--- config.mk ---
export PLATFORM = sky130hd
export DESIGN_NAME = modbus_req_parser
export DESIGN_NICKNAME = d
export VERILOG_FILES = /design/src/rtl/modbus_pkg.sv /design/src/rtl/crc16_modbus.sv /design/src/rtl/modbus_req_parser.sv
export SDC_FILE = /design/constraint.sdc
export NUM_CORES = 1
export LEC_CHECK = 0
export BUFFER_PORTS_ARGS = -buffer_cell sky130_fd_sc_hd__buf_2
export CAP_MARGIN = 10
export CORE_MARGIN = 4
export CORE_UTILIZATION = 30
export CTS_CLUSTER_DIAMETER = 30
export DETAILED_ROUTE_END_ITERATION = 10
export PLACE_DENSITY = 0.54
export SYNTH_ARGS = -nofsm -noshare
export SYNTH_HDL_FRONTEND = slang
export SYNTH_SLANG_ARGS = --single-unit
--- constraint.sdc ---
create_clock -name clk_in -period 2.3 [get_ports clk_in]
set_input_delay 0.46 -clock clk_in [delete_from_list [all_inputs] [get_ports clk_in]]
set_output_delay 0.46 -clock clk_in [all_outputs]
set_load 0.05 [all_outputs]
--- src/rtl/modbus_pkg.sv ---
// modbus_pkg: shared Modbus RTU constants and framer state encoding.
package modbus_pkg;

    localparam logic [7:0] FC_RD_HOLD   = 8'h03;
    localparam logic [7:0] FC_RD_INPUT  = 8'h04;
    localparam logic [7:0] FC_WR_SINGLE = 8'h06;

    localparam logic [7:0] EXC_NONE      = 8'h00;
    localparam logic [7:0] EXC_ILL_FUNC  = 8'h01;
    localparam logic [7:0] EXC_ILL_VALUE = 8'h03;

    localparam logic [15:0] CRC_INIT     = 16'hFFFF;
    localparam logic [15:0] CRC_POLY     = 16'hA001;
    localparam logic [15:0] MAX_READ_QTY = 16'd125;

    typedef enum logic [1:0] {WAIT_IDLE, IDLE, RECV, CHECK} state_t;

endpackage

--- src/rtl/crc16_modbus.sv ---
// crc16_modbus: bit-serial CRC-16/Modbus, one byte every 8 cycles, LSB first.
module crc16_modbus
    import modbus_pkg::*;
(
    input  logic        clk_in,
    input  logic        rst_n_in,
    input  logic        init,
    input  logic [7:0]  byte_in,
    input  logic        byte_vld,
    output logic [15:0] crc,
    output logic        busy
);

    logic [7:0] shift;
    logic [3:0] bits_left;

    assign busy = bits_left != 4'd0;

    always_ff @(posedge clk_in or negedge rst_n_in) begin
        if (!rst_n_in) begin
            crc       <= CRC_INIT;
            shift     <= '0;
            bits_left <= '0;
        end else if (byte_vld) begin
            shift     <= byte_in;
            bits_left <= 4'd8;
            if (init) crc <= CRC_INIT;
        end else if (busy) begin
            shift     <= shift >> 1;
            bits_left <= bits_left - 4'd1;
            crc       <= (crc >> 1) ^ ((crc[0] ^ shift[0]) ? CRC_POLY : 16'h0000);
        end else if (init) begin
            crc <= CRC_INIT;
        end
    end

endmodule

--- src/rtl/modbus_req_parser.sv ---
// modbus_req_parser: Modbus RTU receive framer; T3.5 framing, address/CRC check,
// decode of function 03/04/06 requests into one request pulse.
module modbus_req_parser
    import modbus_pkg::*;
#(
    parameter int         CLK_FREQ  = 50000000,
    parameter int         BAUD_RATE = 115200,
    parameter logic [7:0] DEV_ADDR  = 8'h01
) (
    input  logic        clk_in,
    input  logic        rst_n_in,
    input  logic [7:0]  rx_byte,
    input  logic        rx_byte_vld,
    input  logic        tx_busy,
    output logic        req_valid,
    output logic [7:0]  func_code,
    output logic [15:0] start_addr,
    output logic [15:0] quantity,
    output logic [7:0]  exc_code,
    output logic        broadcast,
    output logic        frame_err
);

    // Above 19200 baud the silence is fixed at 1.75 ms
    localparam longint T35_L = (BAUD_RATE <= 19200)
        ? (longint'(CLK_FREQ) * 64'd77) / (longint'(BAUD_RATE) * 64'd2)
        : (longint'(CLK_FREQ) * 64'd7) / 64'd4000;
    localparam int T35_CYCLES = int'(T35_L);
    localparam int CW = $clog2(T35_CYCLES + 1);

    state_t            state, next_state;
    logic [CW-1:0]     silence_cnt;
    logic [3:0]        count;
    logic              overflow;
    logic [5:0][7:0]   frame_bytes;
    logic              silence, start, do_check, store;
    logic              crc_busy;
    logic [15:0]       crc;
    logic [7:0]        f_addr, f_func, f_exc;
    logic [15:0]       f_start, f_qty;
    logic              is_read, is_bcast, addr_hit, bad_frame, accept;

    assign silence = (silence_cnt == CW'(T35_CYCLES - 1)) && !rx_byte_vld;
    assign store   = (state == RECV) && rx_byte_vld && (count < 4'd8);

    always_ff @(posedge clk_in or negedge rst_n_in) begin
        if (!rst_n_in) silence_cnt <= '0;
        else if (rx_byte_vld) silence_cnt <= '0;
        else if (silence_cnt != CW'(T35_CYCLES)) silence_cnt <= silence_cnt + 1'b1;
    end

    always_ff @(posedge clk_in or negedge rst_n_in) begin
        if (!rst_n_in) state <= WAIT_IDLE;
        else state <= next_state;
    end

    // A byte landing in the CHECK cycle opens the next frame
    always_comb begin
        next_state = state;
        start      = 1'b0;
        do_check   = 1'b0;
        case (state)
            WAIT_IDLE: next_state = silence ? IDLE : WAIT_IDLE;
            IDLE: begin
                start      = rx_byte_vld;
                next_state = rx_byte_vld ? RECV : IDLE;
            end
            RECV: next_state = silence ? CHECK : RECV;
            CHECK: begin
                do_check   = 1'b1;
                start      = rx_byte_vld;
                next_state = rx_byte_vld ? RECV : IDLE;
            end
            default: next_state = WAIT_IDLE;
        endcase
    end

    crc16_modbus u_crc (
        .clk_in   (clk_in),
        .rst_n_in (rst_n_in),
        .init     (start),
        .byte_in  (rx_byte),
        .byte_vld (start || store),
        .crc      (crc),
        .busy     (crc_busy)
    );

    assign f_addr    = frame_bytes[0];
    assign f_func    = frame_bytes[1];
    assign f_start   = {frame_bytes[2], frame_bytes[3]};
    assign f_qty     = {frame_bytes[4], frame_bytes[5]};
    assign is_read   = (f_func == FC_RD_HOLD) || (f_func == FC_RD_INPUT);
    assign is_bcast  = f_addr == 8'h00;
    assign addr_hit  = (f_addr == DEV_ADDR) || is_bcast;
    assign bad_frame = overflow || (count != 4'd8) || crc_busy || (crc != 16'h0000);
    assign accept    = !bad_frame && addr_hit && !tx_busy && !(is_bcast && is_read);
    assign f_exc     = is_read ? (((f_qty == 16'd0) || (f_qty > MAX_READ_QTY)) ? EXC_ILL_VALUE : EXC_NONE)
                               : ((f_func == FC_WR_SINGLE) ? EXC_NONE : EXC_ILL_FUNC);

    always_ff @(posedge clk_in or negedge rst_n_in) begin
        if (!rst_n_in) begin
            count       <= '0;
            overflow    <= 1'b0;
            frame_bytes <= '0;
            req_valid   <= 1'b0;
            frame_err   <= 1'b0;
            func_code   <= '0;
            start_addr  <= '0;
            quantity    <= '0;
            exc_code    <= '0;
            broadcast   <= 1'b0;
        end else begin
            req_valid <= do_check && accept;
            frame_err <= do_check && bad_frame;
            if (start) begin
                frame_bytes[0] <= rx_byte;
                count          <= 4'd1;
                overflow       <= 1'b0;
            end else if (store) begin
                if (count < 4'd6) frame_bytes[count[2:0]] <= rx_byte;
                count <= count + 4'd1;
            end else if (state == RECV && rx_byte_vld) begin
                overflow <= 1'b1;
            end
            if (do_check && accept) begin
                func_code  <= f_func;
                start_addr <= f_start;
                quantity   <= f_qty;
                exc_code   <= f_exc;
                broadcast  <= is_bcast;
            end
        end
    end

endmodule

==> out/qor.yml, run 1 <==
status:
  status: "complete, but fails checks"
  violations: "setup timing"
timing:
  clock_skew_ps: 9.12
  fmax_mhz: 428
  timing.final.max_slew_violations: 0
  fin_ws_ps: -35.2
  slew_headroom: 0.549
  rsz0062_at_grt: "true"
  timing.final.crit_share: 1.02
  hold_viol: 0
  finalSetupTns_ps: -159
  hold_ws_ps: 388
  final-setup-viol-count: 10
  tightestPinTransition_ps: 677
  min_period_ps: 2340
logic_synthesis:
  synth.area.top_cells: "dfrtp_1, mux2_2, dfstp_2"
  yosys-mux-area-fraction: 0.175
  synth_top_family_by_area: "multiplexers"
  yosys.area.top_type_share: 0.522
  synthArstFlopShare: 1.00
  yosys.area.top_type: "dfrtp_1"
  synth_compound_area_frac: 0.0560
  synth_edf_count: 0
  ys.warnings.count: 0
  yosysSeqAreaShare: 0.590
  synth-xor-area-share: 0.0212
  synth_seq_cells: 145
  syn_area_um2: 6190
  post_synth.cell_area_avg_um2: 12.5
  synthSimpleGateAreaFrac: 0.116
  ys_types: 48
  syn_inst: 495
  synth_top_flop_cell: "dfrtp_1"
  synth_fa_ha_area_frac: 0.0101
pwr:
  power_leakage_nw: 3.57
  powerDensity_nw_per_um2: 1080
  ir_drop_v: 0.000680
  totalPowerFinal_mw: 8.29
finish:
  mostFrequentLayoutCells: "dfrtp_1, mux2_2, buf_2, nor2_1, nand2_1"
  nets: 597
  fin_area_um2: 7660
  layout_commonest_cell: "dfrtp_1"
  syn_to_final_growth_pct: 23.8
  drive_above_1_share: 0.398
  antenna_cells: 0
  fillers: 1908
setup_path:
  critical-path-max-stage-delay_ps: 400
  end_kind: "flop"
  crit_arrival_ps: 2640
  start_kind: "flop"
  crit_fanout: 8
  crit_buf_inv: 4
  crit_family: "buffers and inverters"
  slowest_stage: "dfrtp_1"
  crit_chain: "inv_2 -> ha_4 -> nor3b_4 -> nand4_4 -> a2111oi_4 -> buf_4 -> clkbuf_16 -> buf_12 -> mux2_4"
  path_class: "flop to flop"
  critPathRequiredTime_ps: 2600
floorplanning:
  die_h_um: 152
  io_pins: 63
  num_rows: 52
  dieArea_um2: 23000
  start_util: 0.306
  core_um2: 20200
  fp.dieW_um: 152
routing:
  vias_per_cell: 4.64
  drt_iter0_drc: 178
  vias: 4006
  drc: 0
  drt-wirelength-per-cell_um: 15.9
  firstDrtPassIters: 4
  drtAntennaViolNets: 0
  wl_um: 13800
global_routing:
  grt_max_degree: 57
  grt_pass1_vias: 4120
  track_usage: 0.120
  grt_overflow: 0
  grt_antenna_before_repair: 0
  grt_pass1_wl_um: 21600
place:
  dp_hpwl_um: 9070
  pre_cts_slack_ps: 50.9
  gp_congestion: 0.731
  postPlaceCellArea_um2: 6850
  portBuffers: 56
clocking:
  clk_latency_ps: 420
  cts_max_level: 4
  tritoncts: "built"
  cts_inserted_buffers: 17
  cts_buffer_depth: 2
  clock-sinks: 145
  clk_pin_slew_ps: 60
  clockRootBuffer: "clkbuf_16"
hold_path:
  min_path_type: "primary input to flop"
job:
  max_cap_viol_count: 0
## registers in the layout, summed over array words and instances (netlist names), 8 cells and up, named ones only
signal and count:
start_addr 16, f_start 16, silence_cnt 17, f_qty 16
u_crc.crc 16, func_code 8, quantity 16, f_addr 8
u_crc.shift 8, f_func 8
## cell type report
| type | count | area, µm² | area share |
|---|---|---|---|
| repair buffers | 88 | 609 | 0.0795 |
| flip-flops and latches | 145 | 3650 | 0.476 |
| multi-input cells | 317 | 2450 | 0.319 |
| clock inverters | 12 | 121 | 0.0158 |
| well taps | 270 | 338 | 0.0441 |
| clock buffers | 20 | 457 | 0.0596 |
| inverters | 11 | 41.3 | 0.00539 |
## Yosys cell counts, types with 2 or more instances
master / instances
nand2_1: 38
and3_1: 4
nor4_1: 7
clkbuf_1: 17
nor4b_1: 3
and2_1: 3
nand3_1: 6
buf_6: 4
xor2_1: 8
nor2_1: 39
mux2i_1: 8
o21ai_0: 29
inv_1: 11
mux2_1: 4
nor3_1: 11
or3_1: 8
a31oi_1: 5
and4_1: 3
xnor2_1: 7
dfstp_2: 16
nand4_1: 7
buf_4: 6
a21oi_1: 9
ha_1: 5
mux2_2: 85
dfrtp_1: 129
a211oi_1: 2
## metal layers
metal / vias to the layer above / track usage / routed length (µm)
met5: - / 0 / 0
met4: 0 / 0.0413 / 212
met1: 2033 / 0.161 / 6490
met2: 58 / 0.189 / 6610
li1: 1897 / - / -
met3: 18 / 0.0303 / 433
## worst paths after layout
path / depth (start not counted) / from / slack [ps] / to
max: 9 / u_crc.bits_left[1]$_DFFE_PN0P_ / -40 / start_addr[7]$_DFFE_PN0P_
min reg2reg: 2 / u_crc.crc[15]$_DFF_PN1_ / 490 / u_crc.crc[14]$_DFF_PN1_
min in group asynchronous: 2 / rst_n_in / 540 / quantity[2]$_DFFE_PN0P_
min: 3 / rx_byte[7] / 390 / u_crc.shift[7]$_DFFE_PN0P_
max reg2reg: 9 / u_crc.bits_left[1]$_DFFE_PN0P_ / -40 / start_addr[7]$_DFFE_PN0P_
max in group asynchronous: 3 / rst_n_in / 1050 / u_crc.crc[10]$_DFF_PN1_
## power breakdown
part	switching, mW	internal, mW
logic	0.836	0.901
clock network	1.13	1.57
registers	0.539	3.31
total	2.51	5.78
## kinds of logic after synthesis
logic type               Yosys count
flip-flops                       145
AND/OR/NAND/NOR                  139
multiplexers                      97
AO/OA/AOI/OAI                     55
buffers and inverters             38
XOR/XNOR                          15
adder cells (fa/ha/maj)            5
other                              1
## worst min-delay path: stages
cell and delay [ps]:
buf_2 170, nand2_1 70, o21ai_0 70
## through the flow
stage	cells	utilization
finish	863	0.379
detailed placement	816	0.338
floorplan	500	-
global route	863	0.379
global placement	816	0.338
CTS	849	0.367
## repair_timing
item                                   CTS  global route
gates resized for setup                  0            22
endpoints found under the hold margin   42             0
setup endpoints to repair                0            40
setup buffers                            0            13
hold buffers                             1             0
(Power assumes the default switching activity.)
==> run 2, diff against run 1 <==
- PLACE_DENSITY: 0.54 -> 0.52
- clock period: 2.3 -> 2.64 ns (I/O delays scaled with it)
==> out/qor.yml, run 2 (synthesized netlist as in run 1, its figures left out) <==
routing:
  drt-wirelength-per-cell_um: 15.4  # -3.4%
  drt_iter0_drc: 172  # -3.4%
  vias: 3966  # -1.0%
  firstDrtPassIters: 7  # +3
  drtAntennaViolNets: 0  # unchanged
  wl_um: 13000  # -5.1%
  vias_per_cell: 4.68  # +0.87%
  drc: 0  # unchanged
clocking:
  cts_max_level: 4  # unchanged
  clk_latency_ps: 420  # about the same
  cts_inserted_buffers: 17  # unchanged
  clockRootBuffer: "clkbuf_16"
  cts_hold_buffers: 0  # -1
  clock-sinks: 145  # unchanged
  cts_resized: 0  # unchanged
  clk_pin_slew_ps: 60  # about the same
  cts_buffer_depth: 2  # unchanged
  cts_setup_buffers: 0  # unchanged
  tritoncts: "built"
global_routing:
  grt_overflow: 0  # unchanged
  grt_max_degree: 62  # +8.8%
  track_usage: 0.120  # +0.000144
  grt_antenna_before_repair: 0  # unchanged
  grt_pass1_wl_um: 21400  # -0.87%
  grt_pass1_vias: 3954  # -4.0%
pwr:
  pwr-share-comb: 0.188  # -0.022
  powerDensity_nw_per_um2: 970  # -10%
  totalPowerFinal_mw: 7.22  # -13%
  internal_power_mw: 5.13  # -11%
  swShare: 0.289  # -0.0132
  switchingPower_mw: 2.09  # -17%
  ir_drop_v: 0.000478  # -30%
  power_leakage_nw: 3.48  # -2.5%
  clkPwrFrac: 0.349  # +0.023
  power_frac_seq: 0.463  # -0.002
hold_path:
  min_path_type: "primary input to asynchronous set/reset pin"
floorplanning:
  start_util: 0.306  # unchanged
  io_pins: 63  # unchanged
  fp.dieW_um: 152  # unchanged
  core_um2: 20200  # unchanged
  num_rows: 52  # unchanged
  dieArea_um2: 23000  # unchanged
  die_h_um: 152  # unchanged
setup_path:
  path_class: "flop to flop"
  end_kind: "flop"
  start_kind: "flop"
  crit_family: "simple AND/OR/NAND/NOR gates"
  crit_chain: "inv_1 -> ha_1 -> nor4b_1 -> nand4_2 -> a2111oi_4 -> buf_12 -> mux2_2"
  crit_arrival_ps: 2740  # +100 ps
  crit_fanout: 34  # +26
  crit_buf_inv: 2  # -2
  critPathRequiredTime_ps: 2940  # +340 ps
  slowest_stage: "a2111oi_4"
  critical-path-max-stage-delay_ps: 490  # +90 ps
finish:
  final_core_util: 0.368  # -0.0108
  nets: 581  # -2.7%
  largest-register: "silence_cnt"
  antenna_cells: 0  # unchanged
  mostFrequentLayoutCells: "dfrtp_1, mux2_2, buf_2, nor2_1, nand2_1"
  largest_reg_flops: 17  # unchanged
  drive_above_1_share: 0.367  # -0.0306
  syn_to_final_growth_pct: 20.3
  layout_commonest_cell: "dfrtp_1"
timing:
  fin_ws_ps: 201  # +236 ps
  fmax_mhz: 410  # -4.3%
  final-setup-viol-count: 0  # -10
  hold_viol: 0  # unchanged
  hold_ws_ps: 55.1  # -333 ps
  finalSetupTns_ps: 0  # +159 ps
  slew_headroom: 0.538  # -0.0106
  clock_skew_ps: 7.58  # -1.54 ps
  timing.final.max_slew_violations: 0  # unchanged
  min_period_ps: 2440  # +104 ps
  tightestPinTransition_ps: 693  # +15.8 ps
  rsz0062_at_grt: "false"
  timing.final.crit_share: 0.924  # -0.0914
place:
  dp_hpwl_um: 9030  # -0.42%
  pre_cts_slack_ps: 176  # +125 ps
  portBuffers: 56  # unchanged
  gp_congestion: 0.740  # +1.3%
job:
  max_cap_viol_count: 0  # unchanged
status:
  status: "completed"
[run 2: cell type report]
type                       count  area, µm²
clock buffer                  19        453
clock inverter                13        170
fill                        1977      12800
inverter                      11       41.3
multi-input combinational    317       2360
sequential                   145       3650
tap                          270        338
timing repair buffer          72        432
[run 2: path summary, 6_finish.rpt]
kind	from	to	slack, ps	cells past startpoint
max reg2reg	count[1]$_DFFE_PN0N_	func_code[7]$_DFFE_PN0P_	200	7
max in group asynchronous	rst_n_in	quantity[4]$_DFFE_PN0P_	1790	2
min in group clk_in	rx_byte[5]	u_crc.shift[5]$_DFFE_PN0P_	460	3
max	count[1]$_DFFE_PN0N_	func_code[7]$_DFFE_PN0P_	200	7
min	rst_n_in	quantity[0]$_DFFE_PN0P_	60	1
min reg2reg	f_start[7]$_DFFE_PN0P_	start_addr[7]$_DFFE_PN0P_	480	1
[run 2: routing by layer]
layer  vias up  global-route usage  routed length (µm)
li1       1882                   -                   -
met1      2000               0.170                6260
met2        68               0.179                6140
met3        16              0.0309                 446
met4         0              0.0391                 197
met5         -                   0                   0
[run 2: power by group through the flow]
| stage | sequential (mW) | combinational, mW | clock [mW] |
|---|---|---|---|
| 5_1_grt | 3.43 | 1.56 | 2.68 |
| 2_1_floorplan | 3.21 | 1.09 | 0 |
| 4_1_cts | 3.34 | 1.38 | 2.59 |
| 3_5_place_dp | 3.38 | 1.37 | 0 |
| 6_report | 3.34 | 1.36 | 2.52 |
| 3_3_place_gp | 3.35 | 1.32 | 0 |
[run 2: per-stage QoR]
step	cell area, µm²	cells
2_1_floorplan	6210	500
4_1_cts	7440	847
6_report	7440	847
3_5_place_dp	6820	815
5_1_grt	7440	847
3_3_place_gp	6820	815
